==> config.mk <==
export PLATFORM = sky130hd
export DESIGN_NAME = insn_queue_flat
export DESIGN_NICKNAME = d
export VERILOG_FILES = /design/src/rtl/insn_queue_if.sv /design/src/rtl/insn_queue.sv /design/src/flat_wrapper.sv
export SDC_FILE = /design/constraint.sdc
export NUM_CORES = 1
export LEC_CHECK = 0
export CAP_MARGIN = 30
export CORE_ASPECT_RATIO = 0.8
export CORE_MARGIN = 2
export CORE_UTILIZATION = 60
export CTS_CLUSTER_DIAMETER = 200
export DETAILED_ROUTE_END_ITERATION = 8
export PLACE_DENSITY = 0.77
export SYNTH_ARGS = -nofsm -noshare
export SYNTH_HDL_FRONTEND = slang
export SYNTH_SLANG_ARGS = --single-unit
==> constraint.sdc <==
create_clock -name i_clk -period 9.03 [get_ports i_clk]
set_input_delay 1.3545 -clock i_clk [delete_from_list [all_inputs] [get_ports i_clk]]
set_output_delay 1.3545 -clock i_clk [all_outputs]
set_load 0.02 [all_outputs]
==> src/rtl/insn_queue_if.sv <==
// Handshake bundle between prefetch, the instruction queue and decode.
// The queue uses the slave modport; the prefetch/decode side uses master.
interface insn_queue_if #(
    parameter int ADDRESS_WIDTH = 30,
    parameter int INSN_WIDTH    = 32,
    parameter int LGDEPTH       = 3
);
    logic                     i_new_pc;
    logic                     i_clear_cache;
    logic                     i_pf_valid;
    logic                     i_pf_illegal;
    logic [INSN_WIDTH-1:0]    i_pf_insn;
    logic [ADDRESS_WIDTH-1:0] i_pf_pc;
    logic                     o_pf_ready;
    logic                     o_valid;
    logic                     o_illegal;
    logic [INSN_WIDTH-1:0]    o_insn;
    logic [ADDRESS_WIDTH-1:0] o_pc;
    logic                     i_ready;
    logic [LGDEPTH:0]         o_count;

    modport slave (
        input  i_new_pc, i_clear_cache, i_pf_valid, i_pf_illegal, i_pf_insn, i_pf_pc, i_ready,
        output o_pf_ready, o_valid, o_illegal, o_insn, o_pc, o_count
    );

    modport master (
        output i_new_pc, i_clear_cache, i_pf_valid, i_pf_illegal, i_pf_insn, i_pf_pc, i_ready,
        input  o_pf_ready, o_valid, o_illegal, o_insn, o_pc, o_count
    );
endinterface

==> src/rtl/insn_queue.sv <==
// Prefetch-to-decode instruction FIFO with registered first-word-fall-through head.
// Optional macro INSN_QUEUE_BYPASS_EN adds a zero-latency path when the queue is empty.
module insn_queue #(
    parameter int ADDRESS_WIDTH = 30,
    parameter int INSN_WIDTH    = 32,
    parameter int LGDEPTH       = 3
) (
    input  logic      i_clk,
    input  logic      i_reset_n,
    insn_queue_if.slave q
);
    localparam int PW = LGDEPTH + 1;
    localparam int EW = 1 + ADDRESS_WIDTH + INSN_WIDTH;
    localparam int DEPTH = 1 << LGDEPTH;

    logic [EW-1:0] mem [DEPTH];
    logic [EW-1:0] ram_rdata;

    logic [PW-1:0] wr_ptr_q, wr_ptr_d, rd_ptr_q, rd_ptr_d, count_q, count_d;
    logic          halted_q, halted_d, ready_q, ready_d, valid_q, valid_d;
    logic          head_sel_q, head_sel_d, head_zero_q, head_zero_d;
    logic [EW-1:0] byp_word_q, byp_word_d;

    logic          flush, push, pop, full_d, fwd, ram_load;
    logic          out_valid;
    logic [EW-1:0] pf_word, stored_word, out_word;

    assign pf_word     = {q.i_pf_illegal, q.i_pf_pc, q.i_pf_insn};
    // Head comes from the RAM read register, or from a word forwarded in the
    // cycle it was written into an empty queue (RAM not yet readable there).
    assign stored_word = head_zero_q ? '0 : (head_sel_q ? byp_word_q : ram_rdata);

`ifdef INSN_QUEUE_BYPASS_EN
    logic bypass;
    assign bypass    = !valid_q && !flush && q.i_pf_valid && ready_q;
    assign out_valid = valid_q | bypass;
    assign out_word  = bypass ? pf_word : stored_word;
`else
    assign out_valid = valid_q;
    assign out_word  = stored_word;
`endif

    assign q.o_valid    = out_valid;
    assign {q.o_illegal, q.o_pc, q.o_insn} = out_word;
    assign q.o_pf_ready = ready_q;
    assign q.o_count    = count_q;

    always_comb begin
        flush    = q.i_new_pc | q.i_clear_cache;
        push     = q.i_pf_valid & ready_q & ~flush;
        pop      = out_valid & q.i_ready & ~flush;
        wr_ptr_d = flush ? '0 : wr_ptr_q + PW'(push);
        rd_ptr_d = flush ? '0 : rd_ptr_q + PW'(pop);
        count_d  = flush ? '0 : count_q + PW'(push) - PW'(pop);
        halted_d = ~flush & (halted_q | (push & q.i_pf_illegal));
        full_d   = (wr_ptr_d[LGDEPTH] != rd_ptr_d[LGDEPTH]) &&
                   (wr_ptr_d[LGDEPTH-1:0] == rd_ptr_d[LGDEPTH-1:0]);
        ready_d  = ~halted_d & ~full_d;
        valid_d  = (wr_ptr_d != rd_ptr_d);
        // The new head is the word being written right now only if the queue drains to it.
        fwd         = push & (wr_ptr_q == rd_ptr_d);
        ram_load    = valid_d & ~fwd;
        head_sel_d  = valid_d ? fwd : head_sel_q;
        head_zero_d = flush | (head_zero_q & ~valid_d);
        byp_word_d  = fwd ? pf_word : byp_word_q;
    end

    always_ff @(posedge i_clk) begin
        if (push)
            mem[wr_ptr_q[LGDEPTH-1:0]] <= pf_word;
        if (ram_load)
            ram_rdata <= mem[rd_ptr_d[LGDEPTH-1:0]];
    end

    always_ff @(posedge i_clk) begin
        if (!i_reset_n) begin
            wr_ptr_q    <= '0;
            rd_ptr_q    <= '0;
            count_q     <= '0;
            halted_q    <= 1'b0;
            ready_q     <= 1'b1;
            valid_q     <= 1'b0;
            head_sel_q  <= 1'b0;
            head_zero_q <= 1'b1;
            byp_word_q  <= '0;
        end else begin
            wr_ptr_q    <= wr_ptr_d;
            rd_ptr_q    <= rd_ptr_d;
            count_q     <= count_d;
            halted_q    <= halted_d;
            ready_q     <= ready_d;
            valid_q     <= valid_d;
            head_sel_q  <= head_sel_d;
            head_zero_q <= head_zero_d;
            byp_word_q  <= byp_word_d;
        end
    end
endmodule

==> src/flat_wrapper.sv <==
// flat-port wrapper written by rule: the top's interface ports become plain ports
module insn_queue_flat 
#(
    parameter int ADDRESS_WIDTH = 30,
    parameter int INSN_WIDTH    = 32,
    parameter int LGDEPTH       = 3
)
  (i_clk, i_reset_n, q_i_new_pc, q_i_clear_cache, q_i_pf_valid, q_i_pf_illegal, q_i_pf_insn, q_i_pf_pc, q_i_ready, q_o_pf_ready, q_o_valid, q_o_illegal, q_o_insn, q_o_pc, q_o_count);
  insn_queue_if #(.ADDRESS_WIDTH(ADDRESS_WIDTH), .INSN_WIDTH(INSN_WIDTH), .LGDEPTH(LGDEPTH)) q_i ();
  input  logic i_clk;
  input  logic i_reset_n;
  input wire logic [$bits(q_i.i_new_pc)-1:0] q_i_new_pc;
  input wire logic [$bits(q_i.i_clear_cache)-1:0] q_i_clear_cache;
  input wire logic [$bits(q_i.i_pf_valid)-1:0] q_i_pf_valid;
  input wire logic [$bits(q_i.i_pf_illegal)-1:0] q_i_pf_illegal;
  input wire logic [$bits(q_i.i_pf_insn)-1:0] q_i_pf_insn;
  input wire logic [$bits(q_i.i_pf_pc)-1:0] q_i_pf_pc;
  input wire logic [$bits(q_i.i_ready)-1:0] q_i_ready;
  output wire logic [$bits(q_i.o_pf_ready)-1:0] q_o_pf_ready;
  output wire logic [$bits(q_i.o_valid)-1:0] q_o_valid;
  output wire logic [$bits(q_i.o_illegal)-1:0] q_o_illegal;
  output wire logic [$bits(q_i.o_insn)-1:0] q_o_insn;
  output wire logic [$bits(q_i.o_pc)-1:0] q_o_pc;
  output wire logic [$bits(q_i.o_count)-1:0] q_o_count;
  assign q_i.i_new_pc = q_i_new_pc;
  assign q_i.i_clear_cache = q_i_clear_cache;
  assign q_i.i_pf_valid = q_i_pf_valid;
  assign q_i.i_pf_illegal = q_i_pf_illegal;
  assign q_i.i_pf_insn = q_i_pf_insn;
  assign q_i.i_pf_pc = q_i_pf_pc;
  assign q_i.i_ready = q_i_ready;
  assign q_o_pf_ready = q_i.o_pf_ready;
  assign q_o_valid = q_i.o_valid;
  assign q_o_illegal = q_i.o_illegal;
  assign q_o_insn = q_i.o_insn;
  assign q_o_pc = q_i.o_pc;
  assign q_o_count = q_i.o_count;
  insn_queue #(.ADDRESS_WIDTH(ADDRESS_WIDTH), .INSN_WIDTH(INSN_WIDTH), .LGDEPTH(LGDEPTH)) u_core (.i_clk(i_clk), .i_reset_n(i_reset_n), .q(q_i));
endmodule
## Yosys cells after proc, flatten, opt, wreduce, memory -nomap -nowiden

Memories as Yosys holds them, arrays and structs flattened. A register that Yosys moved wholly into a read port is not among the register bits.
Cells that the tools add are included.

| storage, ports and cells | value |
|---|---|
| bits in registers | 80 |
| memory bits (writable) | 504 |
| logic and storage cells | 45 |
| memories kept | 1 |

| operators by class | value |
|---|---|
| $add $sub $neg | 4 |
| equal/unequal tests | 4 |
| muxes and demuxes | 6 |
| bitwise gates (word level) | 19 |
| reductions and logical operators | 2 |

Memories:

| name | words | bits a word | rd ports | clocked after Yosys merged registers in | wr ports | line | text |
|---|---|---|---|---|---|---|---|
| u_core.mem | 8 | 63 | 1 | 1 | 1 | insn_queue.sv:16 | `logic [EW-1:0] mem [DEPTH];` |

Operators by type and width:

| cell | number |
|---|---|
| two-way mux 63 bit | 2 |
| adder 4 x 1 -> 4 bit | 3 |
| bitwise AND 1 bit | 10 |
| two-way mux 4 bit | 2 |
| NOT 1 bit | 6 |
| == test 4 bit | 1 |
| inequality test 4 bit | 1 |
| subtractor 4 x 1 -> 4 bit | 1 |
| == test 3 bit | 1 |
| OR 1 bit | 3 |
| two-way mux 1 bit | 2 |
| OR reduction 2 bit | 1 |
| logical AND 1 bit | 1 |
| inequality test 1 bit | 1 |

## Depth between registers and ports, before layout

Gate-level depths: netlist of run 1.

| depth | value |
|---|---|
| depth after elaboration | 9 |
| gate-level depth with buffers | 13 |

## Worst setup path before layout of run 1

Ideal clock, no wire load.

| timing path | value |
|---|---|
| kind | input to register |
| from | in q_i_clear_cache |
| to | reg u_core.ram_rdata[0], read port of u_core.mem (enable) |
| setup time | 505 ps |
| arrival time | 6,446 ps |
| required time | 8,525 ps |
| slack | 2,080 ps |
| cell stages on the path | 12 |
| buffers on the path | 4 |
| path through | buf_6 nor2_1 buf_2 and3_1 ha_1 ha_1 nor3b_4 xnor2_1 and4_1 buf_6 buf_6 a21oi_1 |

| on the way | value |
|---|---|
| word-level cells in the longest chain between the ends | 9 |
| elaborated cells on any way between the ends | 13 |
| classes of those cells | 2 x add/sub; 2 x eq/ne; 2 x mux; 7 x bitwise |

Ends and longest elaborated chain:

| element | line | text |
|---|---|---|
| start, declared | flat_wrapper.sv:13 | `input wire logic [$bits(q_i.i_clear_cache)-1:0] q_i_clear_cache;` |
| OR 1 bit * | insn_queue.sv:49 | `flush = q.i_new_pc \| q.i_clear_cache;` |
| NOT 1 bit | insn_queue.sv:50, insn_queue.sv:51 |  |
| bitwise AND 1 bit | insn_queue.sv:51 | `pop = out_valid & q.i_ready & ~flush;` |
| adder 4 x 1 -> 4 bit | insn_queue.sv:53 | `rd_ptr_d = flush ? '0 : rd_ptr_q + PW'(pop);` |
| two-way mux 4 bit | insn_queue.sv:53 |  |
| == test 4 bit | insn_queue.sv:61 | `fwd = push & (wr_ptr_q == rd_ptr_d);` |
| bitwise AND 1 bit | insn_queue.sv:61 |  |
| NOT 1 bit | insn_queue.sv:62 | `ram_load = valid_d & ~fwd;` |
| bitwise AND 1 bit * | insn_queue.sv:62 |  |
| net u_core.ram_load | insn_queue.sv:24 | `logic flush, push, pop, full_d, fwd, ram_load;` |
| end, declared | insn_queue.sv:17 | `logic [EW-1:0] ram_rdata;` |

Mark *: on every way through the listed nets, which the timed path passes. The rest lies on a longest branch.
A chain may end at the register's enable or synchronous reset.

## Worst setup path after layout of run 1

| timing path | value |
|---|---|
| from | in q_i_new_pc |
| to | reg u_core.byp_word_q[52] |

| on the way | value |
|---|---|
| word-level cells in the longest chain between the ends | 7 |
| elaborated cells on any way between the ends | 8 |
| classes of those cells | 1 x add/sub; 1 x eq/ne; 1 x mux; 5 x bitwise |

Ends and longest elaborated chain:

| element | line | text |
|---|---|---|
| start, declared | flat_wrapper.sv:12 | `input wire logic [$bits(q_i.i_new_pc)-1:0] q_i_new_pc;` |
| OR 1 bit * | insn_queue.sv:49 |  |
| NOT 1 bit | insn_queue.sv:50, insn_queue.sv:51 |  |
| bitwise AND 1 bit | insn_queue.sv:51 |  |
| adder 4 x 1 -> 4 bit | insn_queue.sv:53 |  |
| two-way mux 4 bit | insn_queue.sv:53 |  |
| == test 4 bit | insn_queue.sv:61 |  |
| bitwise AND 1 bit * | insn_queue.sv:61 |  |
| end signal, assigned | insn_queue.sv:95 | `byp_word_q <= byp_word_d;` |
| end, declared | insn_queue.sv:22 | `logic [EW-1:0] byp_word_q, byp_word_d;` |

Mark *: on every way between the ends. The rest lies on a longest branch, timed or not.

==> metrics.csv, run 1 <==
metric,value,unit
Hold Crit Class,reg -> reg,
I/O Buffers,137,
Max clock buf depth,3,
largest net degree at the start of global routing,137,
top layer in use,met5,
RSZ-0062 raised after global routing,no,
Crit. End Element,flip-flop,
Via density,6.58,
Core ar.,41800,sq um
Critical Path RT,9.56,ns
first-pass GRT wire length,88600,microns
Die H,188,microns
final number of setup-violating endpoints,0,
placed cell areas,27200,sq um
antenna violations before repair,3,
CTS tree,built,
wire length per cell,26.4,microns
WL met1,24500,microns
WHS Path Cells,2,
Max Clk Rate,170,MHz
Site Rows,67,
Non-Filler Instances,2222,
CTS Buf Count,59,
syn_nets,1583,
result of the run,completed,
Netlist Area Pre-Place,25400,sq um
Iter 0 DRT Violations,1657,
CP cell instances,clkdlybuf4s50_1 -> nor2_1 -> and3_1 -> ha_1 -> ha_1 -> nor3b_4 -> buf_12 -> xnor2_1 -> and4_2 -> buf_4 -> nand3_1 -> a21oi_1,
Initial Utilization,0.607,
startpoint types,input pin,
Vias,14600,
Synth cell types,49,
CTS Root Cell,clkbuf_16,
antenna-violating nets left,0,
insertion delay to the later sink of the worst-skew pair,0.63,ns
fin crit share,0.650,
drt pass-1 iters,6,
worst stage delay on the critical path,0.81,ns
share of layout cells above drive strength 1,0.161,
CP max stage cell,buf_4,
Seq cells post-synth,647,
post-route cell area,29100,sq um
"Seq/Total Area, Yosys",0.734,
peak supply drop,0.160,mV
gr usage total,0.270,
Final Power,5.87,mW
worst reg2reg path depth,10,
CTS sink count,647,
Routability Congestion,0.754,
Slew headroom,0.310,
Area growth syn-to-layout,14.7,%
# hold bufs at CTS,0,
cell leakage power,8.86,nW
most frequent cells in the layout,"edfxtp_1 (567), clkdlybuf4s50_1 (137), nor2_1 (128)",
worst-path fanout max,136,
Worst Max-Slew Pin Slew,1.03,ns
CP most frequent cell,ha_1,
Post-DP HPWL,31100,microns
cts repair resizes,0,
final WL,58800,microns
via count of the first global-routing pass,14700,
count of boundary I/O pins,138,
"most common cell after layout, fill and taps aside",edfxtp_1,
H-tree levels,2,
CP arrival,6.41,ns
Post-Syn Area per Cell,16.9,sq um
PwrDens,201,nW/um^2
clock period minus final worst setup slack,5.87,ns
grt ovf,0,
Inst Count DP,2109,
residual DRC count,0,
final slew viol count,0,
Die Wd,234,microns
Synth Flop Type,edfxtp_1,
met3 WL,5030,microns
Met2 Wirelength,28200,microns
number of flops mapped to enable cells by yosys,567,
TNS Setup,0,ns
DIE AREA,44000,sq um
Worst-path clk slew,0.06,ns
Final nets,1697,
clk_skew,0.0179,ns
fin util,0.696,
Synth Instances,1505,
post-CTS setup buffers,0,
critical path class,in -> reg,
async set-reset flop share out of synthesis,0,
synthesis warning total,0,
Max Cap Violations,0,
Final Hold Vio Count,0,
[synth_stat cells, types with 7 or more instances]
cell / n / share of area
a211oi_1: 9 / 0.0027
clkbuf_1: 48 / 0.0071
a21oi_2: 19 / 0.0066
ha_1: 8 / 0.0039
nor2_1: 134 / 0.020
inv_1: 8 / 0.0012
a311oi_1: 9 / 0.0031
dfxtp_1: 80 / 0.063
buf_4: 12 / 0.0035
a21o_1: 13 / 0.0038
nand2_1: 24 / 0.0035
nand3_2: 20 / 0.0079
xor2_1: 7 / 0.0024
a21oi_1: 47 / 0.0093
a31oi_1: 51 / 0.013
mux4_2: 62 / 0.055
edfxtp_1: 567 / 0.67
mux2i_1: 64 / 0.025
o221ai_2: 20 / 0.012
o221ai_1: 88 / 0.030
nand3_1: 48 / 0.0095
buf_6: 16 / 0.0071
o21ai_1: 11 / 0.0022
buf_2: 34 / 0.0067
o21ai_0: 53 / 0.010
xnor2_1: 8 / 0.0028
[stage by stage]
step           hold WS [ns]  setup WS (ns)
2_1_floorplan         0.425           2.08
3_3_place_gp          0.448           2.09
3_5_place_dp          0.451           2.52
4_1_cts               0.469           3.15
5_1_grt               0.497           2.77
6_report              0.468           3.16
[layer usage]
metal  track usage  vias to the layer above
met5             0                        -
met4        0.0755                        4
met3        0.0470                       79
met2         0.427                      748
met1         0.392                     7520
li1              -                     6267
[report_power, final]
part	internal, mW	leakage (nW)	total (mW)	switching, mW
registers	3.27	5.76	3.28	0.00813
logic	0.0529	2.17	0.143	0.0897
clock network	1.38	0.931	2.45	1.06
total	4.70	8.86	5.87	1.16
[final timing paths]
path                     from                    end  slack [ns]
max                q_i_new_pc  u_core.byp_word_q[52]        3.16
max reg2reg  u_core.q.o_valid  u_core.byp_word_q[52]        4.77
min           u_core.halted_q        u_core.halted_q        0.47
min reg2reg   u_core.halted_q        u_core.halted_q        0.47
[final cells by class]
type	count	area (sq um)
clock buffer	92	1740
timing repair buffer	171	1740
antenna	1	2.50
multi-input combinational	731	6120
inverter	9	36.3
sequential	647	18600
tap	552	691
fill	2599	12700
clock inverter	19	169
[flip-flops by register name, indices dropped and copies added, names as in the netlist]
signal,count
u_core.head_zero_q,1
u_core.q.o_count,4
u_core.byp_word_q,63
u_core.wr_ptr_q,4
u_core.ram_rdata,63
u_core.q.o_valid,1
u_core.head_sel_q,1
u_core.halted_q,1
u_core.q.o_pf_ready,1
u_core.mem,504
u_core.rd_ptr_q,4
[critical path, delay by kind of cell]
kind                     cells  cell delay [ns]
AND/OR/NAND/NOR              5             1.75
adder cells (fa/ha/maj)      2             0.87
XOR/XNOR                     1             0.22
AO/OA/AOI/OAI                1             0.20
buffers and inverters        3             1.94
[logic make-up after synthesis]
group                    count (synthesis)  synth area share
adder cells (fa/ha/maj)                  9           0.00473
AND/OR/NAND/NOR                        255            0.0500
flip-flops                             647             0.734
AO/OA/AOI/OAI                          323            0.0943
buffers and inverters                  127            0.0295
XOR/XNOR                                16           0.00581
multiplexers                           128            0.0821
Power figures use the tool's default switching activity.
==> run 2: changes to the inputs <==
clock period = 6 ns   (was 9.03 ns; I/O delays follow)
==> metrics.csv, run 2 (synthesized netlist as in run 1, its figures left out) <==
metric,value,unit,change
result of the run,completed,,unchanged
CP arrival,4.90,ns,was 6.41 ns
Max Clk Rate,228,MHz,
max FFs per register,504,,unchanged
grt ovf,0,,unchanged
Net Sw Frac,0.194,,was 0.198
I/O Buffers,137,,unchanged
"most common cell after layout, fill and taps aside",edfxtp_1,,unchanged
Site Rows,67,,unchanged
TNS Setup,0,ns,unchanged
final slew viol count,0,,unchanged
RSZ-0062 raised after global routing,no,,unchanged
Die H,188,microns,unchanged
CP max stage cell,clkdlybuf4s50_1,,was buf_4
placed cell areas,27300,sq um,was 27200 sq um
fin util,0.701,,was 0.696
PwrDens,303,nW/um^2,was 201 nW/um^2
wire length per cell,26.3,microns,was 26.4 microns
antenna violations before repair,5,,was 3
Pint,7.16,mW,was 4.70 mW
Die Wd,234,microns,unchanged
Initial Utilization,0.607,,unchanged
CTS sink count,647,,unchanged
Max clock buf depth,3,,unchanged
cell leakage power,8.94,nW,was 8.86 nW
residual DRC count,0,,unchanged
CTS tree,built,,unchanged
cts repair resizes,0,,unchanged
worst-path fanout max,46,,was 136
Hold Crit Class,reg -> reg,,unchanged
Core ar.,41800,sq um,unchanged
clock share of power,0.420,,was 0.417
CTS Buf Count,57,,was 59
drt pass-1 iters,7,,was 6
Iter 0 DRT Violations,1755,,was 1657
insertion delay to the later sink of the worst-skew pair,0.61,ns,was 0.63 ns
Final Hold Vio Count,0,,unchanged
startpoint types,input pin,,unchanged
multi-input logic area,6150,sq um,was 6120 sq um
count of boundary I/O pins,138,,unchanged
fin crit share,0.732,,
Post-DP HPWL,31300,microns,was 31100 microns
Via density,6.56,,was 6.58
post-CTS setup buffers,0,,unchanged
Slew headroom,0.284,,was 0.310
FILL cells,2528,,was 2599
final number of setup-violating endpoints,0,,unchanged
clock period minus final worst setup slack,4.39,ns,
via count of the first global-routing pass,14600,,was 14700
antenna-violating nets left,0,,unchanged
worst stage delay on the critical path,0.78,ns,was 0.81 ns
Max Cap Violations,0,,unchanged
Critical Path RT,6.51,ns,was 9.56 ns
critical path class,in -> reg,,unchanged
Worst-path clk slew,0.07,ns,was 0.06 ns
share of layout cells above drive strength 1,0.165,,was 0.161
# hold bufs at CTS,0,,unchanged
sequential share of power,0.555,,was 0.559
Crit. End Element,flip-flop,,unchanged
Worst Max-Slew Pin Slew,1.07,ns,was 1.03 ns
Reg area,18600,sq um,about the same
CTS Root Cell,clkbuf_16,,unchanged
peak supply drop,0.266,mV,was 0.160 mV
switching power,1.72,mW,was 1.16 mW
Routability Congestion,0.753,,was 0.754
CP cell instances,clkdlybuf4s50_1 -> nor2_1 -> buf_4 -> and3_1 -> ha_1 -> ha_1 -> xor2_1 -> a21o_1 -> and4_4 -> buf_4 -> nand3_1 -> a21oi_1,,was clkdlybuf4s50_1 -> nor2_1 -> and3_1 -> ha_1 -> ha_1 -> nor3b_4 -> buf_12 -> xnor2_1 -> and4_2 -> buf_4 -> nand3_1 -> a21oi_1
Combinational Power Share,0.024,,about the same
final WL,58700,microns,was 58800 microns
first-pass GRT wire length,88300,microns,was 88600 microns
post-route cell area,29300,sq um,was 29100 sq um
clk_skew,0.0216,ns,was 0.0179 ns
Area growth syn-to-layout,15.5,%,was 14.7%
Final nets,1703,,was 1697
gr usage total,0.269,,was 0.270
most frequent cells in the layout,"edfxtp_1 (567), clkdlybuf4s50_1 (137), nor2_1 (128)",,unchanged
largest net degree at the start of global routing,95,,was 137
H-tree levels,2,,unchanged
Vias,14600,,about the same
hold slack,0.477,ns,was 0.468 ns
DIE AREA,44000,sq um,unchanged
run 2: worst paths after layout:
| path | slack, ns | startpoint | end | cells after the start |
|---|---|---|---|---|
| worst max-delay path | 1.61 | q_i_clear_cache | u_core.byp_word_q[3] | 12 |
| worst min-delay path | 0.48 | u_core.byp_word_q[32] | u_core.byp_word_q[32] | 2 |
| worst min register to register | 0.48 | u_core.byp_word_q[32] | u_core.byp_word_q[32] | 2 |
| worst max register to register | 2.65 | u_core.q.o_valid | u_core.byp_word_q[3] | 9 |
run 2: layout make-up:
class | instances | area share
Clock buffer | 89 | 0.0579
Inverter | 9 | 0.00128
Tap cell | 552 | 0.0235
Sequential cell | 647 | 0.635
Antenna cell | 2 | 0.000171
Timing Repair Buffer | 179 | 0.0645
Multi-Input combinational cell | 731 | 0.210
Clock inverter | 19 | 0.00755
run 2: stage by stage:
stage / setup slack [ns] / power [mW] / cells
finish: 1.61 / 8.88 / 2228
global route: 1.45 / 9.10 / 2226
CTS: 1.64 / 8.91 / 2223
detailed placement: 1.07 / 5.24 / 2115
global placement: 1.10 / 5.23 / 2113
floorplan: 0.929 / 5.11 / 1505
run 2: critical path, delay by kind of cell:
family / cells / cell delay, ns
buffers and inverters: 3 / 1.68
adder cells (fa/ha/maj): 2 / 0.44
XOR/XNOR: 1 / 0.35
AO/OA/AOI/OAI: 2 / 0.43
AND/OR/NAND/NOR: 4 / 1.06
run 2: power by group through the flow:
stage	registers (mW)	logic, mW	clock network (mW)
final	4.93	0.216	3.73
after global routing	4.93	0.233	3.93
after CTS	4.93	0.215	3.76
after detailed placement	5.03	0.213	0
after global placement	5.03	0.203	0
after floorplan	5.03	0.0865	0
run 2: metal layers:
metal / track usage / routed length [microns] / vias to the layer above
li1: - / - / 6272
met1: 0.394 / 24400 / 7533
met2: 0.424 / 28200 / 719
met3: 0.0528 / 5010 / 89
met4: 0.0645 / 1050 / 6
met5: 0 / 42 / -
==> variant (settings of run 1) <==
`INSN_WIDTH` is set to 32 in 3 places; all go to 40.
--- a/src/rtl/insn_queue_if.sv
+++ b/src/rtl/insn_queue_if.sv
@@ -2,7 +2,7 @@
 // The queue uses the slave modport; the prefetch/decode side uses master.
 interface insn_queue_if #(
     parameter int ADDRESS_WIDTH = 30,
-    parameter int INSN_WIDTH    = 32,
+    parameter int INSN_WIDTH    = 40,
     parameter int LGDEPTH       = 3
 );
     logic                     i_new_pc;
--- a/src/rtl/insn_queue.sv
+++ b/src/rtl/insn_queue.sv
@@ -2,7 +2,7 @@
 // Optional macro INSN_QUEUE_BYPASS_EN adds a zero-latency path when the queue is empty.
 module insn_queue #(
     parameter int ADDRESS_WIDTH = 30,
-    parameter int INSN_WIDTH    = 32,
+    parameter int INSN_WIDTH    = 40,
     parameter int LGDEPTH       = 3
 ) (
     input  logic      i_clk,
--- a/src/flat_wrapper.sv
+++ b/src/flat_wrapper.sv
@@ -2,7 +2,7 @@
 module insn_queue_flat 
 #(
     parameter int ADDRESS_WIDTH = 30,
-    parameter int INSN_WIDTH    = 32,
+    parameter int INSN_WIDTH    = 40,
     parameter int LGDEPTH       = 3
 )
   (i_clk, i_reset_n, q_i_new_pc, q_i_clear_cache, q_i_pf_valid, q_i_pf_illegal, q_i_pf_insn, q_i_pf_pc, q_i_ready, q_o_pf_ready, q_o_valid, q_o_illegal, q_o_insn, q_o_pc, q_o_count);
Ports: changed (resized q_i_pf_insn and q_o_insn); port bits go from 138 to 154. No check against the original RTL was run, so the function may have changed too.
==> variant against run 1 <==
Non-clock buffer count up 12. Via count up 11%. Highest routed layer unchanged. Setup slack lost 0.22 ns. Wire length increased by 9.8%. Critical path type unchanged. First-iteration DRC count increased by 6.0%. Sequential share of layout area rose by 0.76 points. Power up 14%. Sequential cell count is 80 higher. Core utilization grew 0.91 points. Cell area is 11% higher. Area after synthesis rose by 10%.
==> variant: results (changes against run 1) <==
status finished, final reports clean (unchanged); total track usage 26.9% (was 27.0%); slew of the pin with the lowest slew margin 1.04 ns (was 1.03 ns); Vias/cell 6.54 (was 6.58); H-Tree Depth 3 (was 2); met2 wire len 32.0 mm (was 28.2 mm); FILL cells 2,863 (was 2,599); CTS Root Cell clkbuf_16 (unchanged); top_reg_cell synth edfxtp_1 (unchanged); antenna violations before repair 4 (was 3); Inserted Clock Buffers 68 (was 59); Comb power frac 2.3%; met1 usage 37.5% (was 39.2%); worst r2r path cells 10 (unchanged); Largest register FFs 568 (was 504); DP HPWL 32.0 mm (was 31.1 mm); I/O Buffers 153 (was 137); largest net degree at the start of global routing 163 (was 137); Clk Latency, worst-skew pair 0.58 ns (was 0.63 ns); Worst Path Arrival 6.42 ns (was 6.41 ns); Hold Path End u_core.halted_q (unchanged); min-delay src u_core.halted_q (unchanged); crit-path max cell delay 0.90 ns (was 0.81 ns); WL met3 5.48 mm (was 5.03 mm); post-layout util 70.5% (was 69.6%); delay-heaviest family, CP buffers and inverters (unchanged); commonest cells in the netlist edfxtp_1, nor2_1, o221ai_1 (unchanged); CTS max path bufs 3 (unchanged); Pleak 10.0 nW (was 8.86 nW); gpl congestion 0.750 (was 0.754); top fanout value on the critical path 88 (was 136); sequential area share after synthesis 74.7% (was 73.4%); WL/cell 25.9 um (was 26.4 um); met3 Resource Use GR 5.03% (was 4.70%); hold slack 0.457 ns (was 0.468 ns); Sequential Power Share 55.0% (was 55.9%); placed cells 2,364 (was 2,109); Switching Share 19.2% (was 19.8%); Post-synth EDFFs 639 (was 567); Iter 0 DRT Violations 1,757 (was 1,657); WL met1 25.6 mm (was 24.5 mm); Post-CTS Setup Bufs 0 (unchanged); clk_skew 0.0103 ns (was 0.0179 ns); post-synthesis cell count 1,703 (was 1,505); # nets final 1,908 (was 1,697); final cell count without fillers 2,489 (was 2,222); met2 usage 43.6% (was 42.7%); Synth warnings 0 (unchanged); FF-to-FF setup slack 4.47 ns (was 4.77 ns); first-pass GRT wire length 97.0 mm (was 88.6 mm); DR pass1 iterations 5 (was 6); pre-CTS WS 2.31 ns (was 2.52 ns); share of cells above drive strength 1 11.9% (was 16.1%); worst r2r dst u_core.ram_rdata[42] (was u_core.byp_word_q[52]); Worst-path clk slew 0.06 ns (about the same); vias in the first global route 16,264 (was 14,722); Unique masters post-synth 41 (was 49); Synth area leaders edfxtp_1, dfxtp_1, mux4_2, o221ai_1, mux2i_1 (unchanged); syn nets 1,789 (was 1,583); Max rail drop VDD 0.000181 V (was 0.000160 V)
## variant: cell types whose count changed after synthesis, moves of 17 or more
| cell | before | now |
|---|---|---|
| a21oi_2 | 19 | 0 |
| clkbuf_1 | 48 | 65 |
| edfxtp_1 | 567 | 639 |
| a21oi_1 | 47 | 74 |
| nand2_1 | 24 | 47 |
| o221ai_2 | 20 | 0 |
| nand3_1 | 48 | 76 |
| nand3_2 | 20 | 0 |
## variant: cell families (layout without fill, tap and decap cells)
logic type / count (synthesis) / count (layout) / synth area share, %
mux: 144 / 144 / 8.35
buf+inv: 143 / 315 / 2.36
simple gates: 301 / 301 / 4.85
flops: 727 / 727 / 74.7
fa+ha+maj: 9 / 9 / 0.428
compound gates: 363 / 363 / 8.73
other cells: 0 / 2 / 0
xor+xnor: 16 / 16 / 0.553
## variant: worst max path at each step
stage / cells after the start / endpoint / from / slack, ns
after global routing: 12 / u_core.ram_rdata[60] / q_i_clear_cache / 2.46
after CTS: 12 / u_core.ram_rdata[57] / q_i_clear_cache / 2.92
after floorplan: 13 / u_core.ram_rdata[0] / q_i_new_pc / 1.52
after global placement: 12 / u_core.ram_rdata[66] / q_i_new_pc / 2.50
final: 12 / u_core.ram_rdata[42] / q_i_clear_cache / 2.94
after detailed placement: 12 / u_core.ram_rdata[57] / q_i_new_pc / 2.31
## variant: metrics by stage
| stage | total power [mW] | instance area, um^2 |
|---|---|---|
| detailed placement | 3.91 | 30100 |
| CTS | 6.73 | 32400 |
| global placement | 3.90 | 30100 |
| global route | 6.87 | 32400 |
| finish | 6.70 | 32400 |
| floorplan | 3.81 | 28000 |
## variant: final cells by class
cell class	instances	area share, %
inverters	9	0.108
clock buffers	100	6.17
multi-input cells	833	20.2
diodes	2	0.0155
clock inverters	23	0.754
repair buffers	183	5.67
flip-flops and latches	727	64.7
well taps	612	2.37
